## src/rtl/seq53_run_ctrl_pkg.sv

```systemverilog
// ============================================================================
// seq53_run_ctrl_pkg : shared state encoding, default constants and helpers
// Rev 1.0
// ============================================================================
`default_nettype none

package seq53_run_ctrl_pkg;

  typedef enum logic [2:0] {
    ST_IDLE   = 3'd0,
    ST_APPLY  = 3'd1,
    ST_SETTLE = 3'd2,
    ST_LATCH  = 3'd3,
    ST_DONE   = 3'd4
  } state_t;

  localparam int unsigned C_STEP_W      = 4;
  localparam logic [15:0] C_DEF_PATTERN = 16'h2DE4;
  localparam logic [7:0]  C_DEF_EXPECT  = 8'h00;

  // Pair i sits at bits [2i+1:2i]: bit 1 drives x1, bit 0 drives x2.
  function automatic logic [1:0] pattern_pair(input logic [31:0]         pat,
                                              input logic [C_STEP_W-1:0] idx);
    logic [31:0] sh;
    sh = pat >> {idx, 1'b0};
    return sh[1:0];
  endfunction

endpackage

`default_nettype wire

```

## src/rtl/seq53_settle_cnt.sv

```systemverilog
// ============================================================================
// seq53_settle_cnt : settle timer, flags the last of DIV cycles after a clear
// Rev 1.0
// ============================================================================
`default_nettype none

module seq53_settle_cnt #(
  parameter int DIV = 2
) (
  input  logic cp,
  input  logic rst,
  input  logic clr,
  input  logic en,
  output logic last
);

  localparam int            CW       = $clog2(DIV) + 1;
  localparam logic [CW-1:0] LAST_VAL = CW'(DIV - 1);

  logic [CW-1:0] cnt_q;
  logic [CW-1:0] cnt_d;

  always_comb begin
    cnt_d = cnt_q;
    if (clr) begin
      cnt_d = '0;
    end else if (en) begin
      cnt_d = cnt_q + CW'(1);
    end
  end

  always_ff @(posedge cp) begin
    if (rst) begin
      cnt_q <= '0;
    end else begin
      cnt_q <= cnt_d;
    end
  end

  assign last = (cnt_q == LAST_VAL);

endmodule

`default_nettype wire

```

## src/rtl/seq53_run_ctrl.sv

```systemverilog
// ============================================================================
// seq53_run_ctrl : steps the example 5.3 circuit through N input pairs,
//                  records z per step and checks the history against EXPECT
// Rev 1.0
// ============================================================================
`default_nettype none

module seq53_run_ctrl
  import seq53_run_ctrl_pkg::*;
#(
  parameter int             N       = 8,
  parameter int             DIV     = 2,
  parameter logic [2*N-1:0] PATTERN = C_DEF_PATTERN,
  parameter logic           INIT_Y  = 1'b0,
  parameter logic [N-1:0]   EXPECT  = C_DEF_EXPECT
) (
  input  logic                cp,
  input  logic                rst,
  input  logic                start,
  input  logic                abort,
  input  logic                ny_in,
  input  logic                z_in,
  output logic                x1,
  output logic                x2,
  output logic                y,
  output logic [C_STEP_W-1:0] step,
  output logic [N-1:0]        z_hist,
  output logic                busy,
  output logic                done,
  output logic                pass
);

  localparam logic [31:0]         PAT32     = 32'(PATTERN);
  localparam logic [C_STEP_W-1:0] LAST_STEP = C_STEP_W'(N - 1);

  state_t              state_q, state_d;
  logic                x1_q, x1_d;
  logic                x2_q, x2_d;
  logic                y_q, y_d;
  logic [C_STEP_W-1:0] step_q, step_d;
  logic [N-1:0]        z_hist_q, z_hist_d;
  logic                busy_q, busy_d;
  logic                done_q, done_d;
  logic                pass_q, pass_d;

  logic                cnt_clr;
  logic                cnt_en;
  logic                cnt_last;
  logic [N-1:0]        hist_nxt;
  logic [1:0]          pair;

  seq53_settle_cnt #(
    .DIV (DIV)
  ) u_settle_cnt (
    .cp   (cp),
    .rst  (rst),
    .clr  (cnt_clr),
    .en   (cnt_en),
    .last (cnt_last)
  );

  // History as it will look once the current step's z is folded in.
  always_comb begin
    hist_nxt = z_hist_q;
    for (int i = 0; i < N; i++) begin
      if (step_q == C_STEP_W'(i)) begin
        hist_nxt[i] = z_in;
      end
    end
  end

  assign pair = pattern_pair(PAT32, step_q);

  always_comb begin
    state_d  = state_q;
    x1_d     = x1_q;
    x2_d     = x2_q;
    y_d      = y_q;
    step_d   = step_q;
    z_hist_d = z_hist_q;
    busy_d   = busy_q;
    done_d   = done_q;
    pass_d   = pass_q;
    cnt_clr  = 1'b0;
    cnt_en   = 1'b0;

    if (abort) begin
      state_d = ST_IDLE;
      busy_d  = 1'b0;
      done_d  = 1'b0;
      pass_d  = 1'b0;
      x1_d    = 1'b0;
      x2_d    = 1'b0;
    end else begin
      case (state_q)
        ST_IDLE, ST_DONE: begin
          if (start) begin
            state_d  = ST_APPLY;
            y_d      = INIT_Y;
            step_d   = '0;
            z_hist_d = '0;
            busy_d   = 1'b1;
            done_d   = 1'b0;
            pass_d   = 1'b0;
          end
        end
        ST_APPLY: begin
          x1_d    = pair[1];
          x2_d    = pair[0];
          cnt_clr = 1'b1;
          state_d = ST_SETTLE;
        end
        ST_SETTLE: begin
          cnt_en = 1'b1;
          if (cnt_last) begin
            state_d = ST_LATCH;
          end
        end
        ST_LATCH: begin
          y_d      = ny_in;
          z_hist_d = hist_nxt;
          if (step_q == LAST_STEP) begin
            state_d = ST_DONE;
            busy_d  = 1'b0;
            done_d  = 1'b1;
            pass_d  = (hist_nxt == EXPECT);
          end else begin
            step_d  = step_q + C_STEP_W'(1);
            state_d = ST_APPLY;
          end
        end
        default: begin
          state_d = ST_IDLE;
        end
      endcase
    end
  end

  always_ff @(posedge cp) begin
    if (rst) begin
      state_q  <= ST_IDLE;
      x1_q     <= 1'b0;
      x2_q     <= 1'b0;
      y_q      <= 1'b0;
      step_q   <= '0;
      z_hist_q <= '0;
      busy_q   <= 1'b0;
      done_q   <= 1'b0;
      pass_q   <= 1'b0;
    end else begin
      state_q  <= state_d;
      x1_q     <= x1_d;
      x2_q     <= x2_d;
      y_q      <= y_d;
      step_q   <= step_d;
      z_hist_q <= z_hist_d;
      busy_q   <= busy_d;
      done_q   <= done_d;
      pass_q   <= pass_d;
    end
  end

  assign x1     = x1_q;
  assign x2     = x2_q;
  assign y      = y_q;
  assign step   = step_q;
  assign z_hist = z_hist_q;
  assign busy   = busy_q;
  assign done   = done_q;
  assign pass   = pass_q;

endmodule

`default_nettype wire

```

## config.mk

```make
export PLATFORM = sky130hd
export DESIGN_NAME = seq53_run_ctrl
export DESIGN_NICKNAME = d
export VERILOG_FILES = /design/src/rtl/seq53_run_ctrl_pkg.sv /design/src/rtl/seq53_settle_cnt.sv /design/src/rtl/seq53_run_ctrl.sv
export SDC_FILE = /design/constraint.sdc
export NUM_CORES = 1
export LEC_CHECK = 0
export CELL_PAD_IN_SITES_DETAIL_PLACEMENT = 1
export CELL_PAD_IN_SITES_GLOBAL_PLACEMENT = 1
export CORE_MARGIN = 4
export CORE_UTILIZATION = 42
export CTS_BUF_LIST = sky130_fd_sc_hd__clkbuf_8
export CTS_CLUSTER_SIZE = 40
export DETAILED_ROUTE_END_ITERATION = 12
export MAX_ROUTING_LAYER = met4
export PLACE_DENSITY = 0.95
export SLEW_MARGIN = 20
export SYNTH_ARGS = -nofsm -noshare
export SYNTH_HDL_FRONTEND = slang
export SYNTH_HIERARCHICAL = 1
export SYNTH_SLANG_ARGS = --single-unit
```

## constraint.sdc

```tcl
create_clock -name cp -period 3.1 [get_ports cp]
set_input_delay 0.775 -clock cp [delete_from_list [all_inputs] [get_ports cp]]
set_output_delay 0.775 -clock cp [all_outputs]
set_load 0.1 [all_outputs]
```

==> results of run 1 <==
[critical path, stage by stage]
cell             delay, ns
clkdlybuf4s50_1       0.47
or3b_1                0.46
a21o_1                0.36
o21ai_0               0.27
a21oi_1               0.10
[flip-flops by register name (all words and copies together), names as in the netlist]
name / count
busy: 1
done: 1
pass: 1
state_q: 3
step: 4
u_settle_cnt/cnt_q: 2
x1: 1
x2: 1
y: 1
z_hist: 8
[layer usage]
layer / vias up / track usage (%) / wire (um)
li1: 576 / - / -
met1: 582 / 24.2 / 1630
met2: 30 / 33.4 / 1770
met3: 6 / 3.06 / 128
met4: 0 / 6.34 / 42
met5: - / - / 0
[power breakdown]
group          leakage (nW)  switching (mW)  internal, mW
sequential            0.186         0.00250         0.297
clock                0.0255          0.0986        0.0898
combinational         0.334          0.0254        0.0143
total                 0.545           0.127         0.401
[cell usage after synthesis (3+ instances only)]
| library cell | n |
|---|---|
| ha_1 | 5 |
| nor2_1 | 10 |
| nand3_1 | 6 |
| nor3_1 | 6 |
| nor2b_1 | 5 |
| inv_1 | 4 |
| mux2i_1 | 5 |
| nor3b_1 | 3 |
| o21ai_1 | 7 |
| or3_1 | 4 |
| nand2_1 | 6 |
| a21oi_1 | 24 |
| nand3b_1 | 6 |
| clkbuf_1 | 5 |
| dfxtp_1 | 23 |
[logic make-up (layout without fill, tap and decap cells)]
group,after synthesis,count (layout),share of synthesized area (%)
buffers and inverters,13,32,5.29
AOI/OAI and AO/OA,42,42,20.1
xor gates and xnor gates,2,2,1.40
DFF,23,23,36.7
muxes,5,5,3.99
and+or+nand+nor,58,58,27.5
adders and majority gates,5,5,4.99
[through the flow]
step / cell area, um^2 / total power, mW
2_1_floorplan: 1250 / 0.334
4_1_cts: 1480 / 0.535
5_1_grt: 1480 / 0.560
3_5_place_dp: 1430 / 0.346
6_report: 1480 / 0.528
3_3_place_gp: 1430 / 0.344
[path summary, 6_finish.rpt]
check | from | to | slack (ns) | cells past startpoint
hold / removal | done | done | 0.47 | 2
setup reg to reg | state_q[0] | step[1] | 1.11 | 4
hold reg to reg | done | done | 0.47 | 2
setup / recovery | start | step[1] | 0.81 | 5
[cell type report]
cell class              count  area (um^2)  share of cell area [%]
clock buffers               3         41.3                    2.79
inverters                   4         15.0                    1.01
repair buffers             24          193                    13.0
multi-input cells         112          727                    49.1
well taps                  31         38.8                    2.62
flip-flops and latches     23          460                    31.1
clock inverters             1         5.00                   0.338
==> metrics, run 1 <==
Final Cycle Share approximately three quarters; Clock transition at path regs about 0.08 ns; Post-CTS Resized 0; initial antenna violation count 0; Syn Inst Count around 150; Yosys top cell area share 36.7%; Slew Viols, Final 0; NumNets Final roughly 180; GRT Total Usage 19.8%; Pre-antenna DRT Iters 4; clock sink total 23; share of cells above drive strength 1 17.4%; # DRC 0; Pwr Density roughly 360 nW/um^2; antenna-violating nets left 0; Die W roughly 63 um; setup slack at placement 0.549 ns; final setup margin between 0.8 and 0.9 ns; most frequent cells in the layout a21oi_1 (24), dfxtp_1 (23), buf_4 (19); Seq/Total Area, Yosys between 30 and 40%; Critical Path End Type flop; Hold-fix buffers, CTS 0; row count 19; crit path DAT between 2 and 2.5 ns; Hold Slack 0.467 ns; Layout Utilization between 50% and 60%; Synth area leader dfxtp_1; top cells by area, synth dfxtp_1 (37%), a21oi_1 (9.6%), ha_1 (5.0%); syn_nets ~160; RePlAce Congestion 0.864; Period minus WS final approximately 2.3 ns; Relative slew margins a little under three fifths; status finished clean; die area 3920 um^2; detailed-route wire length 3570 um; largest net degree at the start of global routing 18; Synth-to-Final Area Change 18.1%; Post-synth top flop dfxtp_1; DR WL/cell roughly 18 um; CTS root buf clkbuf_8; RSZ-0062 raised after global routing false; Fmax ~440 MHz; Final Hold Fails 0; Worst Tran Pin Value roughly 0.65 ns; Clock Latency Late Sink 0.27 ns; port bufs 23; Mapped Avg Cell Area ~8.5 um^2; CP max FO 13; core box area between 2000 and 3000 um^2; Distinct cells, synth 38; Post-CTS Setup Bufs 0; cts bufs inserted 3; WP data required roughly 3.3 ns; post-synthesis register bit count 23; gr ovfl total 0; vias per inst between 6 and 7; Leak 0.545 nW; Synth warnings 6; H-tree levels 1; clock buffer depth 2; commonest non-fill, non-tap cell in the layout a21oi_1; crit path launch type primary input; number of setup violations in the final report 0; vias in the first global route approximately 1300; Iter 0 DRT Violations 22; I/O pin count 24; # diodes 0; WS Path Type primary input to flop; Fin Setup TNS 0 ns; Fin Clk Skew a little over 0.003 ns; peak supply drop roughly 0.17 mV; Mapped Area 1250 um^2; TritonCTS clock tree done; Fillers between 300 and 400; Hold Crit Class flop to flop; Detail Placement HPWL about 2600 um; starting density of the core 44.7%; die height roughly 63 um; fraction of registers with async set/reset 0%; Via Count 1194; first-pass GRT wire length 6150 um; EDFF count, synth 0; Non-Filler Instances 198; MaxCap Viol Count 0; Placed Cells about 190
Note: power is estimated with default switching activity, not from simulation.
==> run 2: changes to the inputs <==
--- a/config.mk
+++ b/config.mk
@@ -8,12 +8,12 @@
 export CELL_PAD_IN_SITES_DETAIL_PLACEMENT = 1
 export CELL_PAD_IN_SITES_GLOBAL_PLACEMENT = 1
 export CORE_MARGIN = 4
-export CORE_UTILIZATION = 42
+export CORE_UTILIZATION = 36
 export CTS_BUF_LIST = sky130_fd_sc_hd__clkbuf_8
 export CTS_CLUSTER_SIZE = 40
 export DETAILED_ROUTE_END_ITERATION = 12
 export MAX_ROUTING_LAYER = met4
-export PLACE_DENSITY = 0.95
+export PLACE_DENSITY = 0.88
 export SLEW_MARGIN = 20
 export SYNTH_ARGS = -nofsm -noshare
 export SYNTH_HDL_FRONTEND = slang
==> constraint.sdc (replaced) <==
create_clock -name cp -period 1.9 [get_ports cp]
set_input_delay 0.475 -clock cp [delete_from_list [all_inputs] [get_ports cp]]
set_output_delay 0.475 -clock cp [all_outputs]
set_load 0.1 [all_outputs]
==> metrics, run 2 (same netlist as run 1, synthesis figures left out) <==
vias per inst 5.66 (was 6.03); die height 67.0 um (was 62.6 um); Pre-antenna DRT Iters 4 (unchanged); Iter 0 DRT Violations 84 (was 22); Leak 0.647 nW (was 0.545 nW); Hold-fix buffers, CTS 0 (unchanged); initial antenna violation count 0 (unchanged); CTS root buf clkbuf_8 (unchanged); Critical Path End Type flop (unchanged); first-pass GRT wire length 6150 um (about the same); Worst Tran Pin Value 0.458 ns (was 0.651 ns); H-tree levels 1 (unchanged); TritonCTS clock tree done (unchanged); vias in the first global route 1257 (was 1259); Hold Crit Class flop to flop (unchanged); peak supply drop 0.240 mV (was 0.174 mV); NumNets Final 190 (was 179); Min-Delay Startpoint x2 (was done); Non-Filler Instances 224 (was 198); DR WL/cell 17.5 um (was 18.0 um); Placed Cells 216 (was 194); crit path DAT 2.05 ns (was 2.44 ns); CP max FO 8 (was 13); antenna-violating nets left 0 (unchanged); most frequent cells in the layout a21oi_1 (24), dfxtp_1 (19), buf_12 (18) (was a21oi_1 (24), dfxtp_1 (23), buf_4 (19)); share of cells above drive strength 1 25.3% (was 17.4%); WS Path Type flop to flop (was primary input to flop); Final Hold Fails 0 (unchanged); starting density of the core 37.6% (was 44.7%); Period minus WS final 1.87 ns; number of setup violations in the final report 0 (unchanged); gr ovfl total 0 (unchanged); Fillers 381 (was 335); cts bufs inserted 3 (unchanged); status finished clean (unchanged); # diodes 0 (unchanged); Fin Clk Skew 0.00450 ns (was 0.00303 ns); Synth-to-Final Area Change 45.1% (was 18.1%); row count 21 (was 19); I/O pin count 24 (unchanged); Relative slew margins 69.4% (was 56.0%); MaxCap Viol Count 0 (unchanged); GRT Total Usage 18.3% (was 19.8%); die area 4490 um^2 (was 3920 um^2); clock sink total 23 (unchanged); port bufs 23 (unchanged); detailed-route wire length 3910 um (was 3570 um); commonest non-fill, non-tap cell in the layout a21oi_1 (unchanged); Slew Viols, Final 0 (unchanged); RePlAce Congestion 0.837 (was 0.864); Die W 67.0 um (was 62.6 um); crit path launch type flop (was primary input); Pwr Density 479 nW/um^2 (was 357 nW/um^2); Clock transition at path regs 0.08 ns (about the same); Clock Latency Late Sink 0.26 ns (was 0.27 ns); WP data required 2.08 ns (was 3.25 ns); CP Launch Point state_q[0] (was start); Fmax 534 MHz; FF-to-FF Start state_q[0] (unchanged); largest net degree at the start of global routing 18 (unchanged); Final Cycle Share 98.5%; # DRC 0 (unchanged); Layout Utilization 54.5% (was 52.8%); Via Count 1268 (was 1194); clock buffer depth 2 (unchanged); core box area 3340 um^2 (was 2810 um^2); Detail Placement HPWL 2770 um (was 2610 um); max reg flops 8 (unchanged)
[run 2: cell types whose count changed in the layout (fill, tap and decap cells not counted)]
cell,previous run,this run
a21o_1,1,0
a21o_2,0,1
buf_12,0,18
buf_4,19,12
clkinv_2,1,0
dfxtp_1,23,19
dfxtp_2,0,2
dfxtp_4,0,2
inv_1,4,5
nor2b_1,5,4
nor2b_2,0,1
[run 2: timing repair]
item	CTS	global route
resized for setup	0	2
buffers inserted	0	4
endpoints found under the setup margin	0	8
[run 2: per-layer routing]
layer	track usage [%]	up-vias	wire, um
met1	23.3	626	1790
met5	-	-	0
li1	-	600	-
met2	29.8	36	1930
met4	6.84	0	58
met3	2.02	6	134
[run 2: worst max-delay path, stage by stage (launching register included)]
cell      delay (ns)
dfxtp_1         0.49
nand3b_1        0.27
buf_4           0.26
nor3_2          0.35
nand3_1         0.17
a21oi_1         0.24
[run 2: layout make-up]
class / count / area (um^2) / area share (%)
Tap cell: 46 / 57.6 / 3.16
Inverter: 4 / 15.0 / 0.825
Timing Repair Buffer: 35 / 500 / 27.5
Clock inverter: 1 / 3.75 / 0.206
Sequential cell: 23 / 470 / 25.9
Multi-Input combinational cell: 112 / 731 / 40.2
Clock buffer: 3 / 41.3 / 2.27
[run 2: worst paths after layout]
| path | slack [ns] | cells past startpoint | endpoint |
|---|---|---|---|
| setup / recovery | 0.03 | 5 | z_hist[4] |
| hold / removal | 0.49 | 2 | x2 |
| setup reg to reg | 0.03 | 5 | z_hist[4] |
| hold reg to reg | 0.49 | 2 | x2 |
[run 2: per-stage QoR]
step	area [um^2]	TNS [ns]	hold slack, ns	total power, mW	setup slack [ns]
after floorplan	1260	0	0.454	0.542	0.0977
after global placement	1740	-1.02	0.475	0.571	-0.131
after detailed placement	1740	-1.83	0.481	0.575	-0.209
after CTS	1790	0	0.492	0.871	0.0387
after global routing	1820	-0.0841	0.509	0.905	-0.0841
final	1820	0	0.490	0.871	0.0291
[run 2: power breakdown]
group          switching (mW)  leakage [nW]  internal, mW
logic                  0.0466         0.432        0.0334
registers             0.00496         0.188         0.482
clock network           0.159        0.0269         0.144
